### config.mk
export PLATFORM = sky130hd
export DESIGN_NAME = ram_arbiter
export DESIGN_NICKNAME = d
export VERILOG_FILES = /design/src/rtl/ram_arbiter.sv
export SDC_FILE = /design/constraint.sdc
export NUM_CORES = 1
export LEC_CHECK = 0
export ABC_AREA = 0
export BUFFER_PORTS_ARGS = -buffer_cell sky130_fd_sc_hd__buf_2
export CAP_MARGIN = 40
export CORE_MARGIN = 1.5
export CORE_UTILIZATION = 47
export DETAILED_ROUTE_END_ITERATION = 6
export PLACE_DENSITY = 0.84
export SYNTH_ARGS = -nofsm -noshare
export SYNTH_HDL_FRONTEND = slang
export SYNTH_SLANG_ARGS = --single-unit
### constraint.sdc
create_clock -name clk_i -period 3.2 [get_ports clk_i]
set_input_delay 0 -clock clk_i [delete_from_list [all_inputs] [get_ports clk_i]]
set_output_delay 0 -clock clk_i [all_outputs]
set_load 0.05 [all_outputs]
### src/rtl/ram_arbiter.sv
// rtl/ram_arbiter.sv - two-port single-RAM arbiter; ARB_ROUND_ROBIN_EN selects round-robin over fixed m0 priority
module ram_arbiter #(
    parameter int ADDR_W = 5,
    parameter int DATA_W = 8
) (
    input  logic              clk_i,
    input  logic              rst_ni,
    input  logic              m0_req_i,
    input  logic              m0_we_i,
    input  logic [ADDR_W-1:0] m0_addr_i,
    input  logic [DATA_W-1:0] m0_wdata_i,
    output logic              m0_gnt_o,
    output logic              m0_rvalid_o,
    output logic [DATA_W-1:0] m0_rdata_o,
    input  logic              m1_req_i,
    input  logic              m1_we_i,
    input  logic [ADDR_W-1:0] m1_addr_i,
    input  logic [DATA_W-1:0] m1_wdata_i,
    output logic              m1_gnt_o,
    output logic              m1_rvalid_o,
    output logic [DATA_W-1:0] m1_rdata_o,
    output logic              ram_wen_o,
    output logic [ADDR_W-1:0] ram_addr_o,
    output logic [DATA_W-1:0] ram_din_o,
    input  logic [DATA_W-1:0] ram_dout_i,
    output logic              busy_o
);

    typedef enum logic [1:0] {IDLE, ACCESS, RESP} state_t;

    state_t              state_q, state_d;
    logic                we_q;
    logic [ADDR_W-1:0]   addr_q;
    logic [DATA_W-1:0]   wdata_q;
    logic [DATA_W-1:0]   rdata_q;
    logic                id_q;
    logic                any_req;
    logic                win_id;
    logic                take;
    logic                in_access;
    logic                in_resp;

    assign any_req = m0_req_i | m1_req_i;
    // Arbitration window is every cycle outside ACCESS; requests seen in ACCESS wait for RESP.
    assign take    = (state_q != ACCESS) && any_req;

`ifdef ARB_ROUND_ROBIN_EN
    logic last_m1_q;

    // On a tie the port that was not granted last wins.
    assign win_id = (m0_req_i && m1_req_i) ? ~last_m1_q : ~m0_req_i;

    // Round-robin pointer remembers the most recent winner.
    always_ff @(posedge clk_i) begin
        if (!rst_ni) begin
            last_m1_q <= 1'b1;
        end else if (take) begin
            last_m1_q <= win_id;
        end
    end
`else
    // Fixed priority: m0 wins whenever it requests.
    assign win_id = ~m0_req_i;
`endif

    // Next-state logic: one ACCESS cycle, then RESP, which can re-arbitrate immediately.
    always_comb begin
        state_d = IDLE;
        case (state_q)
            IDLE:    state_d = any_req ? ACCESS : IDLE;
            ACCESS:  state_d = RESP;
            RESP:    state_d = any_req ? ACCESS : IDLE;
            default: state_d = IDLE;
        endcase
    end

    // State, winner's request latch and read-data capture.
    always_ff @(posedge clk_i) begin
        if (!rst_ni) begin
            state_q <= IDLE;
            we_q    <= 1'b0;
            addr_q  <= '0;
            wdata_q <= '0;
            rdata_q <= '0;
            id_q    <= 1'b0;
        end else begin
            state_q <= state_d;
            if (take) begin
                id_q    <= win_id;
                we_q    <= win_id ? m1_we_i    : m0_we_i;
                addr_q  <= win_id ? m1_addr_i  : m0_addr_i;
                wdata_q <= win_id ? m1_wdata_i : m0_wdata_i;
            end
            if (state_q == ACCESS && !we_q) begin
                rdata_q <= ram_dout_i;
            end
        end
    end

    // Everything is forced quiet while reset is held so a reset in ACCESS cannot write or respond.
    assign in_access   = rst_ni && (state_q == ACCESS);
    assign in_resp     = rst_ni && (state_q == RESP);

    assign m0_gnt_o    = in_access && !id_q;
    assign m1_gnt_o    = in_access &&  id_q;
    assign m0_rvalid_o = in_resp && !we_q && !id_q;
    assign m1_rvalid_o = in_resp && !we_q &&  id_q;
    assign m0_rdata_o  = rst_ni ? rdata_q : '0;
    assign m1_rdata_o  = rst_ni ? rdata_q : '0;
    assign ram_wen_o   = in_access && we_q;
    assign ram_addr_o  = rst_ni ? addr_q  : '0;
    assign ram_din_o   = rst_ni ? wdata_q : '0;
    assign busy_o      = rst_ni && (state_q != IDLE);

endmodule
==> results of run 1 <==
-- final cells by class --
type,instances,area share (%)
timing repair buffer,85,27.6
clock buffer,4,1.53
tap,31,2.25
sequential,25,29.1
multi-input combinational,105,39.3
inverter,1,0.218
-- cells by family (layout without fill, tap and decap cells) --
group	after synthesis	after routing	share of synthesized area, %
AOI/OAI and AO/OA	46	46	20.9
and+or+nand+nor	45	45	19.1
DFF	25	25	37.3
buffers and inverters	22	90	12.3
muxes	14	14	10.4
-- per-layer routing --
| metal | global-route usage, % | vias up | part of all wire [%] |
|---|---|---|---|
| met5 | 0 | - | 0 |
| li1 | - | 655 | - |
| met2 | 34.1 | 52 | 48 |
| met3 | 3.92 | 4 | 6.2 |
| met1 | 23.3 | 576 | 45 |
| met4 | 7.48 | 0 | 0.81 |
-- synthesized netlist by cell type, drive strengths merged --
master,count,share of area [%]
a21oi,23,9.1
nand2,8,2.2
mux2i,14,10
nand3b,1,0.56
o21ai,8,3.0
buf,17,11
nor3,3,1.1
dfxtp,25,37
nand2b,1,0.47
or2,1,0.47
and2,21,9.8
nor2,5,1.4
nor3b,2,1.5
and3,2,0.93
clkinv,1,0.28
nor2b,1,0.65
clkbuf,4,1.4
a211oi,15,8.8
-- final timing paths --
path | from | to | slack (ns) | cells past startpoint
worst max-delay path | state_q[1]$_SDFF_PN0_ | m0_gnt_o | 1.26 | 3
worst min-delay path | m1_wdata_i[5] | wdata_q[5]$_SDFFE_PN0P_ | 0.01 | 3
worst max register to register | state_q[1]$_SDFF_PN0_ | wdata_q[0]$_SDFFE_PN0P_ | 1.57 | 3
worst min register to register | rdata_q[1]$_SDFFE_PN0P_ | rdata_q[1]$_SDFFE_PN0P_ | 0.48 | 2
-- sequential cells by signal (all words and copies together), names as in the netlist --
signal and count:
id_q 1, state_q 2, addr_q 5, we_q 1, wdata_q 8, rdata_q 8
-- per-stage QoR --
step                setup slack (ns)  instance area [um2]  hold slack, ns
finish                          1.26                 1720          0.0122
CTS                             1.24                 1720         0.00774
floorplan                       1.38                 1340           0.136
global placement                1.62                 1600           0.250
global route                    1.12                 1720         0.00527
detailed placement              1.58                 1610           0.254
-- power by group through the flow --
stage	sequential [mW]	clock (mW)	combinational, mW
finish	0.354	0.138	0.215
global route	0.358	0.154	0.232
CTS	0.354	0.143	0.216
detailed placement	0.361	0	0.207
global placement	0.361	0	0.202
floorplan	0.355	0	0.169
-- repair_timing --
action	in CTS	in global routing
hold buffers	9	0
endpoints found under the hold margin	10	0
gates resized for setup	0	0
buffers inserted	0	0
-- worst reg2reg max path, stage by stage, from the launching register on --
cell      delay, ns
dfxtp_1        0.44
nand2b_1       0.73
a21oi_1        0.14
a211oi_1       0.25
==> metrics.yaml, run 1 <==
outcome:
  outcome: "complete, no violations"
route:
  vias: 1287
  drt_first_pass_iters: 4
  routedWlPerCell_um: 12.3
  drc: 0
  drt_first_iter_violations: 27
  detail-route-antenna-nets: 0
  viasPerCell: 5.13
  finalWirelength_um: 3080
floorplanning:
  dieHeight_um: 56.4
  design.die.area_mm2: 0.00319
  start_util_pct: 49.1
  rows: 19
  num_io_pins: 75
  coreArea_mm2: 0.00273
  die_w_um: 56.4
power_and_ir_drop:
  p_leak_nw: 0.861
  clock_power_share_pct: 19.5
  power_mw: 0.707
  ir_worst_vdd_uv: 323
  powerDensity_mw_per_mm2: 411
  power_switching_mw: 0.244
  power_frac_seq_pct: 50.1
  switching_share_pct: 34.5
  comb_power_share_pct: 30.4
  internal_power_mw: 0.463
setup_path:
  worstSetupStartpointType: "flip-flop"
  worst_ep_required_time_ns: 3.20
  worst_path_max_delay_cell: "nand2b_1"
  crit_path_end_kind: "output port"
  cpPeakStageDelay_ns: 0.58
  crit_chain: "nand2b_1, nor3_1, buf_2"
  critPathBufInv: 1
  critPathKind: "reg -> out"
  arrival_ns: 1.94
  cp_max_fo: 26
  cpLargestDelayFamily: "simple AND/OR/NAND/NOR gates"
timing:
  final.setup.tns_ns: 0
  max_freq_mhz: 516
  setup_viol: 0
  rsz0062_at_grt: "false"
  worstMarginPinSlew_ns: 0.899
  period_needed_ns: 1.94
  relSlewSlack_pct: 40.1
  final-hold-violation-count: 0
  finClkSkew_ns: 0.00207
  period_share_pct: 60.6
  slew_viol_final: 0
clocking:
  clk_pin_slew_ns: 0.13
  h-tree-depth: 1
  cts.path.max_buffers: 2
  clock_sink_count: 25
  clk_latency_ns: 0.31
  cts_buffers: 3
  tritoncts: "done"
  cts-root-buf: "clkbuf_4"
final_layout:
  stdcell_count: 251
  multi_input_area_um2: 677
  drive_gt1_share_pct: 38.2
  antenna_cells: 0
  fin_nets: 261
  seqCellArea_um2: 500
  layout_commonest_cell: "buf_2"
  final_util_pct: 63.0
  final_cell_mix: "buf_2, dfxtp_1, and2_1, a21oi_1"
  areaGrowthSynthToFinish_pct: 28.2
  n_fill_cell: 263
logic_synthesis:
  syn-num-nets: 192
  synth.avg_cell_area_um2: 8.83
  synth_cells: 152
  yosys_register_bits: 25
  synthesis.area_mm2: 0.00134
  yosysWarnings: 0
  synth.distinct_cells: 25
  yosysSeqAreaShare_pct: 37.3
placement:
  port_buffers: 74
  dp.final_hpwl_um: 2210
  placed_cells: 238
  place_congestion: 0.729
global_route:
  grt_pass1_vias: 1205
  grt_max_degree: 27
  grtUsageTotal_pct: 19.5
  grt_pass1_wl_um: 5010
  grt_overflow: 0
  antenna_found_initial: 0
worst_hold_path:
  hold_path_class: "in -> reg"
job:
  maxCapViolCount: 0
No activity file was read; power rests on OpenSTA's default activity.
==> inputs of run 2 (changes only) <==
--- a/config.mk
+++ b/config.mk
@@ -9,9 +9,9 @@
 export BUFFER_PORTS_ARGS = -buffer_cell sky130_fd_sc_hd__buf_2
 export CAP_MARGIN = 40
 export CORE_MARGIN = 1.5
-export CORE_UTILIZATION = 47
+export CORE_UTILIZATION = 44
 export DETAILED_ROUTE_END_ITERATION = 6
-export PLACE_DENSITY = 0.84
+export PLACE_DENSITY = 0.8
 export SYNTH_ARGS = -nofsm -noshare
 export SYNTH_HDL_FRONTEND = slang
 export SYNTH_SLANG_ARGS = --single-unit
==> constraint.sdc (replaced) <==
create_clock -name clk_i -period 2 [get_ports clk_i]
set_input_delay 0 -clock clk_i [delete_from_list [all_inputs] [get_ports clk_i]]
set_output_delay 0 -clock clk_i [all_outputs]
set_load 0.05 [all_outputs]
==> run 2 against run 1 <==
Against the previous run:
- global-route usage barely moved
- register-to-register slack got worse by 0.99 ns
- the run now ends with DRC left
- clock skew increased by 0.0036 ns
- combinational power increased by 62%
==> metrics.yaml, run 2 (same netlist as run 1, synthesis figures left out) <==
route:
  drc: 6
  drt_first_iter_violations: 42
  drt_first_pass_iters: 7
  routedWlPerCell_um: 12.1
  vias: 1288
  finalWirelength_um: 3060
  detail-route-antenna-nets: 0
  viasPerCell: 5.07
power_and_ir_drop:
  power_switching_mw: 0.384
  clock_power_share_pct: 19.1
  p_leak_nw: 0.876
  internal_power_mw: 0.746
  powerDensity_mw_per_mm2: 647
  power_frac_seq_pct: 50.1
  comb_power_share_pct: 30.8
  switching_share_pct: 34.0
  ir_worst_vdd_uv: 321
timing:
  slew_viol_final: 0
  worstMarginPinSlew_ns: 0.499
  max_freq_mhz: 609
  period_needed_ns: 1.64
  fin_ws_ns: 0.359
  final-hold-violation-count: 0
  rsz0062_at_grt: "false"
  period_share_pct: 82.1
  relSlewSlack_pct: 66.7
  final.setup.tns_ns: 0
  hold-worst-slack_ns: 0.00865
  finClkSkew_ns: 0.00565
  setup_viol: 0
clocking:
  h-tree-depth: 1
  cts.path.max_buffers: 2
  tritoncts: "done"
  clock_sink_count: 25
  cts_setup_buffers: 0
  cts-root-buf: "clkbuf_4"
  cts_buffers: 3
  clk_latency_ns: 0.31
  clk_pin_slew_ns: 0.13
  ctsHoldBuffers: 10
  cts_resized: 0
outcome:
  violations: "DRC"
  outcome: "finished with violations"
placement:
  dp.final_hpwl_um: 2240
  place_ws_ns: 0.589
  place_congestion: 0.715
  port_buffers: 74
  placed_cells: 240
  postPlaceCellArea_mm2: 0.00162
job:
  maxCapViolCount: 0
setup_path:
  worstSetupStartpointType: "flip-flop"
  worst_ep_required_time_ns: 2.00
  crit_path_end_kind: "output port"
  arrival_ns: 1.64
  cp_max_fo: 18
  critPathKind: "reg -> out"
floorplanning:
  num_io_pins: 75
  die_w_um: 58.2
  rows: 19
  design.die.area_mm2: 0.00339
  dieHeight_um: 58.2
  start_util_pct: 47.5
  coreArea_mm2: 0.00283
global_route:
  grt_overflow: 0
  antenna_found_initial: 0
  grt_pass1_vias: 1273
  grtUsageTotal_pct: 19.5
  grt_pass1_wl_um: 5090
  grt_max_degree: 26
final_layout:
  antenna_cells: 0
  layout_commonest_cell: "buf_2"
  n_fill_cell: 274
  final_area_mm2: 0.00175
  final_cell_mix: "buf_2, dfxtp_1, and2_1, a21oi_1"
  stdcell_count: 254
  areaGrowthSynthToFinish_pct: 30.1
  drive_gt1_share_pct: 38.6
  fin_nets: 264
  top_regs: "rdata_q x8, wdata_q x8, addr_q x5"
worst_hold_path:
  hold_path_class: "in -> reg"
-- run 2: worst paths after layout --
path	from	end	slack, ns	cells past startpoint
min reg2reg	rdata_q[4]$_SDFFE_PN0P_	rdata_q[4]$_SDFFE_PN0P_	0.48	2
min	m1_wdata_i[2]	wdata_q[2]$_SDFFE_PN0P_	0.009	3
max reg2reg	state_q[1]$_SDFF_PN0_	wdata_q[1]$_SDFFE_PN0P_	0.58	4
max	state_q[1]$_SDFF_PN0_	m0_gnt_o	0.36	4
-- run 2: final cells by class --
class	instances	area, um2	share of cell area (%)
multi-input combinational	105	677	38.8
sequential	25	500	28.7
timing repair buffer	88	500	28.7
tap	31	38.8	2.22
clock buffer	4	26.3	1.50
inverter	1	3.75	0.215
-- run 2: worst max-delay path: stages, from the launching register on --
cell and delay [ns]:
dfxtp_1 0.37, nand2b_1 0.26, buf_4 0.25, nor3_1 0.14, buf_2 0.29
-- run 2: power by group through the flow --
stage | combinational, mW | sequential (mW) | clock (mW)
2_1_floorplan | 0.270 | 0.568 | 0
3_3_place_gp | 0.328 | 0.575 | 0
3_5_place_dp | 0.335 | 0.578 | 0
4_1_cts | 0.350 | 0.566 | 0.226
5_1_grt | 0.378 | 0.573 | 0.245
6_report | 0.348 | 0.566 | 0.215
-- run 2: through the flow --
| stage | utilization [%] | power, mW |
|---|---|---|
| 3_5_place_dp | 57.3 | 0.913 |
| 4_1_cts | 61.7 | 1.14 |
| 2_1_floorplan | - | 0.838 |
| 3_3_place_gp | 57.0 | 0.904 |
| 5_1_grt | 61.7 | 1.20 |
| 6_report | 61.7 | 1.13 |
-- run 2: layer usage --
metal | wire length, um | part of all wire (%) | GRT usage [%]
met5 | 0 | 0 | 0
met4 | 34 | 1.1 | 6.98
met3 | 199 | 6.5 | 3.57
met2 | 1550 | 50 | 36.0
met1 | 1280 | 42 | 22.3
==> inputs of run 3 (changes only) <==
--- a/config.mk
+++ b/config.mk
@@ -9,9 +9,9 @@
 export BUFFER_PORTS_ARGS = -buffer_cell sky130_fd_sc_hd__buf_2
 export CAP_MARGIN = 40
 export CORE_MARGIN = 1.5
-export CORE_UTILIZATION = 44
+export CORE_UTILIZATION = 39
 export DETAILED_ROUTE_END_ITERATION = 6
-export PLACE_DENSITY = 0.8
+export PLACE_DENSITY = 0.75
 export SYNTH_ARGS = -nofsm -noshare
 export SYNTH_HDL_FRONTEND = slang
 export SYNTH_SLANG_ARGS = --single-unit
==> constraint.sdc (replaced) <==
create_clock -name clk_i -period 1.3 [get_ports clk_i]
set_input_delay 0 -clock clk_i [delete_from_list [all_inputs] [get_ports clk_i]]
set_output_delay 0 -clock clk_i [all_outputs]
set_load 0.05 [all_outputs]
==> run 3 against run 2 <==
Against the previous run:
- the run ends with setup timing left
- first-iteration DRC count shrank 38%
- cell area grew 14%
- worst hold slack improved by 0.00068 ns
- non-clock buffer count is 14 higher
- routed wire length is 13% higher
- cell count increased by 11%
- sequential share of layout area fell by 3.5 points
- utilization fell by 1.4 points
- via count grew 6.9%
- global-route usage shrank 0.17 points
- total power grew 64%
- clock power is 65% higher
- critical path type unchanged
- largest power group unchanged
==> metrics.yaml, run 3 (same netlist as run 1, synthesis figures left out) <==
route:
  drc: 0
  drt_first_iter_violations: 26
  drt_first_pass_iters: 4
  vias: 1377
  detail-route-antenna-nets: 0
  finalWirelength_um: 3460
  viasPerCell: 4.87
  routedWlPerCell_um: 12.2
floorplanning:
  dieHeight_um: 61.7
  coreArea_mm2: 0.00331
  num_io_pins: 75
  start_util_pct: 40.6
  design.die.area_mm2: 0.00380
  die_w_um: 61.7
  rows: 21
final_layout:
  antenna_cells: 0
  drive_gt1_share_pct: 47.7
  layout_commonest_cell: "buf_2"
  final_util_pct: 60.3
  final_cell_mix: "buf_2, dfxtp_1, and2_1, a21oi_1"
  areaGrowthSynthToFinish_pct: 48.7
  fin_nets: 278
  top_regs: "rdata_q x8, wdata_q x8, addr_q x5"
clocking:
  cts_buffers: 3
  clk_pin_slew_ns: 0.14
  clk_latency_ns: 0.31
  cts.path.max_buffers: 2
  h-tree-depth: 1
  clock_sink_count: 25
  cts-root-buf: "clkbuf_4"
  tritoncts: "done"
setup_path:
  startpoint: "state_q[0]$_SDFF_PN0_"
  crit_path_end_kind: "output port"
  crit_chain: "buf_6, nand3b_1, nor3b_2, buf_6"
  critPathKind: "reg -> out"
  worst_path_max_delay_cell: "dfxtp_2"
  r2r_slack_ns: 0.05
  arrival_ns: 1.34
  rr_startpoint: "state_q[0]$_SDFF_PN0_"
  cpPeakStageDelay_ns: 0.35
  worstSetupStartpointType: "flip-flop"
  cpMostUsedCell: "buf_6"
  cp_max_fo: 3
  worst_ep_required_time_ns: 1.30
timing:
  setup_viol: 4
  worstMarginPinSlew_ns: 0.370
  final.setup.tns_ns: -0.0893
  relSlewSlack_pct: 75.2
  period_needed_ns: 1.34
  fin_ws_ns: -0.0376
  max_freq_mhz: 748
  slew_viol_final: 0
  rsz0062_at_grt: "true"
  finClkSkew_ns: 0.000831
  final-hold-violation-count: 0
  period_share_pct: 103
  hold-worst-slack_ns: 0.00933
global_route:
  groute.layer.met1.usage_pct: 21.7
  grt_pass1_vias: 1327
  antenna_found_initial: 0
  grt_pass1_wl_um: 5600
  use_met3_pct: 4.20
  grt_overflow: 0
  grtUsageTotal_pct: 19.4
  grt_max_degree: 16
  use_met2_pct: 36.8
  grt_busiest_layer: "met2"
worst_hold_path:
  min-delay-start: "m0_wdata_i[0]"
  hold_path_class: "in -> reg"
placement:
  dp.final_hpwl_um: 2390
  place_ws_ns: 0.0890
  place_congestion: 0.740
  port_buffers: 74
outcome:
  violations: "setup timing"
  outcome: "finished with violations"
power_and_ir_drop:
  p_leak_nw: 0.960
  powerDensity_mw_per_mm2: 929
  ir_worst_vdd_uv: 526
job:
  maxCapViolCount: 0
-- run 3: what timing repair did --
| action | CTS | global route |
|---|---|---|
| pin swaps | 3 | 5 |
| endpoints found under the hold margin | 12 | 0 |
| buffers inserted | 5 | 0 |
| setup endpoints to repair | 4 | 23 |
| resized for setup | 19 | 18 |
| hold buffers | 12 | 0 |
-- run 3: layout make-up --
cell class | count | area (um2)
fill | 323 | 1310
multi-input combinational | 105 | 732
timing repair buffer | 102 | 671
sequential | 25 | 503
tap | 46 | 57.6
clock buffer | 3 | 22.5
clock inverter | 1 | 7.51
inverter | 1 | 3.75
-- run 3: where the power goes --
part           leakage (nW)  switching, mW  internal, mW
Combinational         0.739          0.375         0.255
Sequential            0.207         0.0386         0.832
Clock                0.0139          0.237         0.117
-- run 3: routing by layer --
metal	vias up	share of wire (%)
li1	688	-
met1	634	43
met2	53	50
met3	2	5.7
met4	0	0.43
met5	-	0
-- run 3: final timing paths --
kind / endpoint / cells past startpoint
max: m1_rvalid_o / 4
min: wdata_q[0]$_SDFFE_PN0P_ / 3
max reg2reg: rdata_q[7]$_SDFFE_PN0P_ / 7
min reg2reg: rdata_q[2]$_SDFFE_PN0P_ / 2
-- run 3: metrics by stage --
stage	total power, mW	area [um2]	instances
floorplan	1.29	1360	152
global placement	1.43	1720	262
detailed placement	1.44	1730	263
CTS	1.85	1960	283
global route	1.96	2000	283
finish	1.85	2000	283
-- run 3: critical path: cells and delay by family, from the launching register on --
kind / cells / cell delay [ns]
flops: 1 / 0.35
simple gates: 2 / 0.38
buf+inv: 2 / 0.29
